### config.mk
export PLATFORM = sky130hd
export DESIGN_NAME = select_arbiter
export DESIGN_NICKNAME = d
export VERILOG_FILES = /design/src/rtl/select_pkg.sv /design/src/rtl/select_arbiter_hold_counter.sv /design/src/rtl/select_arbiter.sv
export SDC_FILE = /design/constraint.sdc
export NUM_CORES = 1
export LEC_CHECK = 0
export CORE_AREA = 5 5 42 44
export DETAILED_ROUTE_END_ITERATION = 8
export DIE_AREA = 0 0 47 49
export DONT_BUFFER_PORTS = 1
export GPL_TIMING_DRIVEN = 0
export SLEW_MARGIN = 25
export SYNTH_ARGS = -nofsm -noshare
export SYNTH_HDL_FRONTEND = slang
export SYNTH_SLANG_ARGS = --single-unit
### constraint.sdc
create_clock -name clk -period 5.5 [get_ports clk]
set_clock_uncertainty 0.05 [all_clocks]
set_input_delay 1.375 -clock clk [delete_from_list [all_inputs] [get_ports clk]]
set_output_delay 1.375 -clock clk [all_outputs]
set_load 0.05 [all_outputs]
### src/rtl/select_pkg.sv
// Shared constants and helpers for the two-requester select-mux arbiter.
// State encodings are plain constants so older blocks can reuse them unchanged.
package select_pkg;

    localparam logic [1:0] IDLE = 2'd0;
    localparam logic [1:0] G1   = 2'd1;
    localparam logic [1:0] G2   = 2'd2;

    localparam logic SEL_IN1 = 1'b0;
    localparam logic SEL_IN2 = 1'b1;

    // Identity of the most recently granted requester
    localparam logic [1:0] LAST_R1 = 2'd1;
    localparam logic [1:0] LAST_R2 = 2'd2;

    typedef struct packed {
        logic gnt1;
        logic gnt2;
        logic cntrl;
        logic busy;
    } arb_out_t;

    // On a simultaneous request the side that was not served last wins
    function automatic logic [1:0] tie_winner(input logic [1:0] last);
        return (last == LAST_R1) ? G2 : G1;
    endfunction

    function automatic logic [1:0] grant_state(input int idx);
        return (idx == 0) ? G1 : G2;
    endfunction

    function automatic logic state_sel(input logic [1:0] st, input logic park);
        logic sel;
        case (st)
            G1:      sel = SEL_IN1;
            G2:      sel = SEL_IN2;
            default: sel = park;
        endcase
        return sel;
    endfunction

    function automatic logic [1:0] last_for_state(input logic [1:0] st,
                                                  input logic [1:0] prev);
        logic [1:0] res;
        case (st)
            G1:      res = LAST_R1;
            G2:      res = LAST_R2;
            default: res = prev;
        endcase
        return res;
    endfunction

endpackage

### src/rtl/select_arbiter_hold_counter.sv
// Saturating hold-time counter: counts contended grant cycles and flags when
// the current owner has used its last allowed cycle.
module hold_counter
    import select_pkg::*;
#(
    parameter int MAX_HOLD = 4,
    parameter int CNT_W    = 3
) (
    input  logic clk,
    input  logic rst_n,
    input  logic clr,
    input  logic en,
    output logic term
);

    localparam int              TERM_VAL = (MAX_HOLD > 0) ? MAX_HOLD - 1 : 0;
    localparam logic [CNT_W-1:0] TERM_CNT = CNT_W'(TERM_VAL);
    localparam logic [CNT_W-1:0] CNT_ONE  = CNT_W'(1);
    localparam logic             HOLD_ON  = (MAX_HOLD > 0);

    logic [CNT_W-1:0] cnt_reg;
    logic [CNT_W-1:0] cnt_next;
    logic             at_term;

    assign at_term = (cnt_reg == TERM_CNT);

    // Stops at the terminal value instead of wrapping; with MAX_HOLD=0 it never moves
    always_comb begin
        cnt_next = cnt_reg;
        if (clr) begin
            cnt_next = '0;
        end else if (en && HOLD_ON && !at_term) begin
            cnt_next = cnt_reg + CNT_ONE;
        end
    end

    always_ff @(posedge clk or negedge rst_n) begin
        if (!rst_n) begin
            cnt_reg <= '0;
        end else begin
            cnt_reg <= cnt_next;
        end
    end

    assign term = HOLD_ON && at_term;

endmodule

### src/rtl/select_arbiter.sv
// Round-robin owner of the shared 2:1 select mux: grants one requester at a
// time, drives cntrl directly, and bounds the hold time under contention.
module select_arbiter
    import select_pkg::*;
#(
    parameter int   MAX_HOLD = 4,
    parameter logic PARK_SEL = 1'b0,
    parameter int   CNT_W    = 3
) (
    input  logic clk,
    input  logic rst_n,
    input  logic req1,
    input  logic req2,
    output logic gnt1,
    output logic gnt2,
    output logic cntrl,
    output logic busy
);

    logic [1:0] state_reg;
    logic [1:0] state_next;
    logic [1:0] last_reg;
    logic [1:0] last_next;
    logic       cntrl_reg;
    logic       busy_reg;

    logic       hold_term;
    logic       hold_clr;
    logic       hold_en;
    logic       preempt;
    logic       other_req;
    logic [1:0] gnt_vec;

    assign preempt = (MAX_HOLD != 0) && hold_term;

    always_comb begin
        state_next = state_reg;
        case (state_reg)
            IDLE: begin
                if (req1 && req2) begin
                    state_next = tie_winner(last_reg);
                end else if (req1) begin
                    state_next = G1;
                end else if (req2) begin
                    state_next = G2;
                end
            end
            G1: begin
                if (!req1) begin
                    state_next = req2 ? G2 : IDLE;
                end else if (req2 && preempt) begin
                    state_next = G2;
                end
            end
            G2: begin
                if (!req2) begin
                    state_next = req1 ? G1 : IDLE;
                end else if (req1 && preempt) begin
                    state_next = G1;
                end
            end
            default: state_next = IDLE;
        endcase
    end

    // The counter only tracks time spent by the current owner while the other side waits
    always_comb begin
        other_req = 1'b0;
        case (state_reg)
            G1:      other_req = req2;
            G2:      other_req = req1;
            default: other_req = 1'b0;
        endcase
    end

    assign hold_clr = (state_next != state_reg) || (state_next == IDLE);
    assign hold_en  = other_req;

    always_comb begin
        last_next = last_reg;
        if (state_next != state_reg) begin
            last_next = last_for_state(state_next, last_reg);
        end
    end

    hold_counter #(
        .MAX_HOLD (MAX_HOLD),
        .CNT_W    (CNT_W)
    ) u_hold (
        .clk   (clk),
        .rst_n (rst_n),
        .clr   (hold_clr),
        .en    (hold_en),
        .term  (hold_term)
    );

    always_ff @(posedge clk or negedge rst_n) begin
        if (!rst_n) begin
            state_reg <= IDLE;
            last_reg  <= LAST_R2;
            cntrl_reg <= PARK_SEL;
            busy_reg  <= 1'b0;
        end else begin
            state_reg <= state_next;
            last_reg  <= last_next;
            cntrl_reg <= state_sel(state_next, PARK_SEL);
            busy_reg  <= (state_next != IDLE);
        end
    end

    // Grants are registered from the next state so they align with cntrl and busy
    generate
        for (genvar gi = 0; gi < 2; gi++) begin : g_gnt
            localparam logic [1:0] OWN_STATE = grant_state(gi);
            logic gnt_reg;

            always_ff @(posedge clk or negedge rst_n) begin
                if (!rst_n) begin
                    gnt_reg <= 1'b0;
                end else begin
                    gnt_reg <= (state_next == OWN_STATE);
                end
            end

            assign gnt_vec[gi] = gnt_reg;
        end
    endgenerate

    assign gnt1  = gnt_vec[0];
    assign gnt2  = gnt_vec[1];
    assign cntrl = cntrl_reg;
    assign busy  = busy_reg;

endmodule

==> results of run 1 <==
power groups by stage:
stage	registers [uW]	logic [uW]	clock network [uW]
floorplan	149	176	0
global placement	156	203	0
detailed placement	157	206	0
CTS	156	207	53.8
global route	161	239	59.5
finish	154	203	50.5
layout make-up:
cell class / count / area, um2 / share of cell area, %
Clock buffer: 4 / 26.28 / 3.723
Multi-Input combinational cell: 47 / 370.4 / 52.48
Tap cell: 16 / 20.02 / 2.837
Sequential cell: 10 / 251.5 / 35.64
Inverter: 8 / 30.03 / 4.255
Buffer: 1 / 7.507 / 1.064
cells by family after synthesis:
| family | after synthesis |
|---|---|
| AO/OA/AOI/OAI | 12 |
| flip-flops | 10 |
| multiplexers | 5 |
| adder cells (fa/ha/maj) | 9 |
| buffers and inverters | 9 |
| AND/OR/NAND/NOR | 20 |
| XOR/XNOR | 1 |
per-stage QoR:
stage	hold WS (ns)	cells	power [uW]	instance area (um2)	worst slack [ns]
6_report	0.4898	86	408.1	705.7	2.840
5_1_grt	0.5292	86	459.3	705.7	2.688
4_1_cts	0.4977	86	416.4	705.7	2.841
3_5_place_dp	0.4827	82	362.5	679.4	2.564
3_3_place_gp	0.4741	82	359.1	679.4	2.605
2_1_floorplan	0.4479	66	324.9	659.4	2.685
synthesized netlist by cell type (2+ instances only):
cell type	instances
ha_1	9
nand2b_1	2
nand2_1	5
nor3_1	2
a22oi_1	2
inv_1	8
nor2_1	4
o21ai_0	3
mux2i_1	3
dfrtp_1	9
nand3_1	3
metal layers:
metal / GRT usage [%] / vias to the layer above / routed length [um]
met1: 16.78 / 218 / 514
met3: 4.797 / 2 / 73
met5: 0 / - / 0
li1: - / 241 / -
met4: 5.530 / 0 / 9
met2: 17.19 / 10 / 481
final timing paths:
check | start | to | cells past startpoint
setup / recovery | req2 | last_reg[1]$_DFFE_PN1P_ | 8
hold / removal | last_reg[0]$_DFFE_PN0P_ | last_reg[0]$_DFFE_PN0P_ | 2
setup reg to reg | state_reg[0]$_DFF_PN0_ | last_reg[1]$_DFFE_PN1P_ | 10
hold reg to reg | last_reg[0]$_DFFE_PN0P_ | last_reg[0]$_DFFE_PN0P_ | 2
max in group asynchronous | rst_n | last_reg[1]$_DFFE_PN1P_ | 0
min in group asynchronous | rst_n | u_hold.cnt_reg[1]$_DFFE_PN0P_ | 0
worst max-delay path: cells and delay by family:
family          cells  cell delay, ns
compound gates      4            0.80
fa+ha+maj           1            0.27
buf+inv             1            0.04
mux                 1            0.30
simple gates        1            0.02
==> results.json, run 1 <==
{
  "fillers": 143,
  "synth_top_area_share_pct": 34.16,
  "die_w_um": 47,
  "synth-compound-area-share_pct": 14.23,
  "synthTopCellsByArea": "dfrtp_1, ha_1, mux2i_1, inv_1, dfstp_2",
  "leakage_uw": 0.0003475,
  "ys.flop_type": "dfrtp_1",
  "synth-seq-cells": 10,
  "postCtsHoldBufs": 0,
  "cts_setup_buffers": 0,
  "yosys.area.top_type": "dfrtp_1",
  "syn_area_um2": 659.4,
  "power_density_mw_per_mm2": 578.4,
  "wl_per_cell_um": 12.53,
  "synth_enable_flop_cells": 0,
  "synthCells": 66,
  "synthArstFlopShare_pct": 100.0,
  "hold_path_class": "flop to flop",
  "crit_chain": "nor2_1 > o21ai_0 > a32oi_1 > a21o_2 > ha_1 > inv_1 > a41o_1 > mux2_4",
  "synthSimpleGateAreaFrac_pct": 14.99,
  "cts_buffers": 3,
  "rows": 14,
  "final_cell_mix": "ha_1, dfrtp_1, inv_1",
  "yosysWarnings": 0,
  "boundaryPins": 8,
  "cp_max_fo": 7,
  "grt_first_pass_wirelength_um": 2132,
  "nets": 84,
  "detailedPlacementHpwl_um": 856.8,
  "fin_crit_ns": 2.660,
  "synth_xor_area_share_pct": 1.328,
  "antenna_found_initial": 0,
  "worstSkewPairLatency_ns": 0.26,
  "layout-drive-gt1-share_pct": 12.86,
  "ctsResizeCount": 0,
  "totalWireLength_um": 1078,
  "syn_nets": 79,
  "avgSynthCellArea_um2": 9.991,
  "antenna_violating_nets_post_route": 0,
  "swShare_pct": 45.84,
  "p_int_uw": 221.0,
  "tightest_slew_ns": 0.5388,
  "ff2ff_setup_slack_ns": 3.07,
  "synth.distinct_cells": 27,
  "portBuffers": 0,
  "seq_power_share_pct": 37.8,
  "synthMuxAreaShare_pct": 8.539,
  "max-vdd-ir-drop_v": 0.0002745,
  "drc": 0,
  "status": "finished, final reports clean",
  "dr.pass1.iters": 4,
  "synth_seq_area_share_pct": 38.14,
  "setup-tns-final_ns": 0,
  "diodes": 0,
  "die-area_mm2": 0.002303,
  "viasPerCell": 5.477,
  "grt_start_max_net_pins": 11,
  "areaGrowthSynthToFinish_pct": 7.021,
  "crit_required_ns": 5.63,
  "drtIter0Drc": 15,
  "maxSlewHeadroom_pct": 64.00,
  "rsz0062_at_grt": "false",
  "max_freq_ghz": 0.3759,
  "maxCapViolations": 0,
  "htreeDepth": 1,
  "cts_tree": "yes",
  "slew_viol_final": 0,
  "grt_pass1_vias": 515,
  "grt_usage_pct": 12.45,
  "crit_type": "input pin to flop",
  "start_kind": "input pin",
  "synthAdderAreaFrac_pct": 17.08,
  "final-setup-viol-count": 0,
  "gp_congestion": 0.7870,
  "root_buffer": "clkbuf_4",
  "vias": 471,
  "finalHoldViolCount": 0,
  "pwr-share-clk_pct": 12.4,
  "die_h_um": 49,
  "largest_reg_flops": 3,
  "cp-end-kind": "flop",
  "power_frac_comb_pct": 49.8,
  "cp.arrival_ns": 2.79,
  "clkTransAtPathRegs_ns": 0.06,
  "cpPeakStageDelay_ns": 0.30,
  "period_share_pct": 48.37,
  "final_util_pct": 50.36,
  "synth_top_family_by_area": "adder cells",
  "p_sw_uw": 187.1,
  "overflow": 0,
  "core_mm2": 0.001401,
  "clock-sinks": 10,
  "cpMaxStageDelayCell": "mux2_4",
  "cts_buffer_depth": 2,
  "initial_core_util_pct": 47.05
}
Power figures use the tool's default switching activity.
==> run 2: changes to the inputs <==
Clock period 5.5 ns to 2.7 ns, I/O delays scaled along.
==> results of run 2 <==
Same layout as run 1 (identical final DEF). Status: finished, final reports clean.
Among the figures that moved: setup slack after placement 2.564 ns -> 0.2638 ns; setup slack after layout 2.840 ns -> 0.2663 ns; hold slack 0.4898 ns -> 0.05582 ns; start point of the critical path req2 -> state_reg[0]$_DFF_PN0_; register-to-register setup slack 3.07 ns -> 0.27 ns; total power 408.1 uW -> 831.4 uW; worst IR drop on VDD 0.0002745 V -> 0.0005591 V
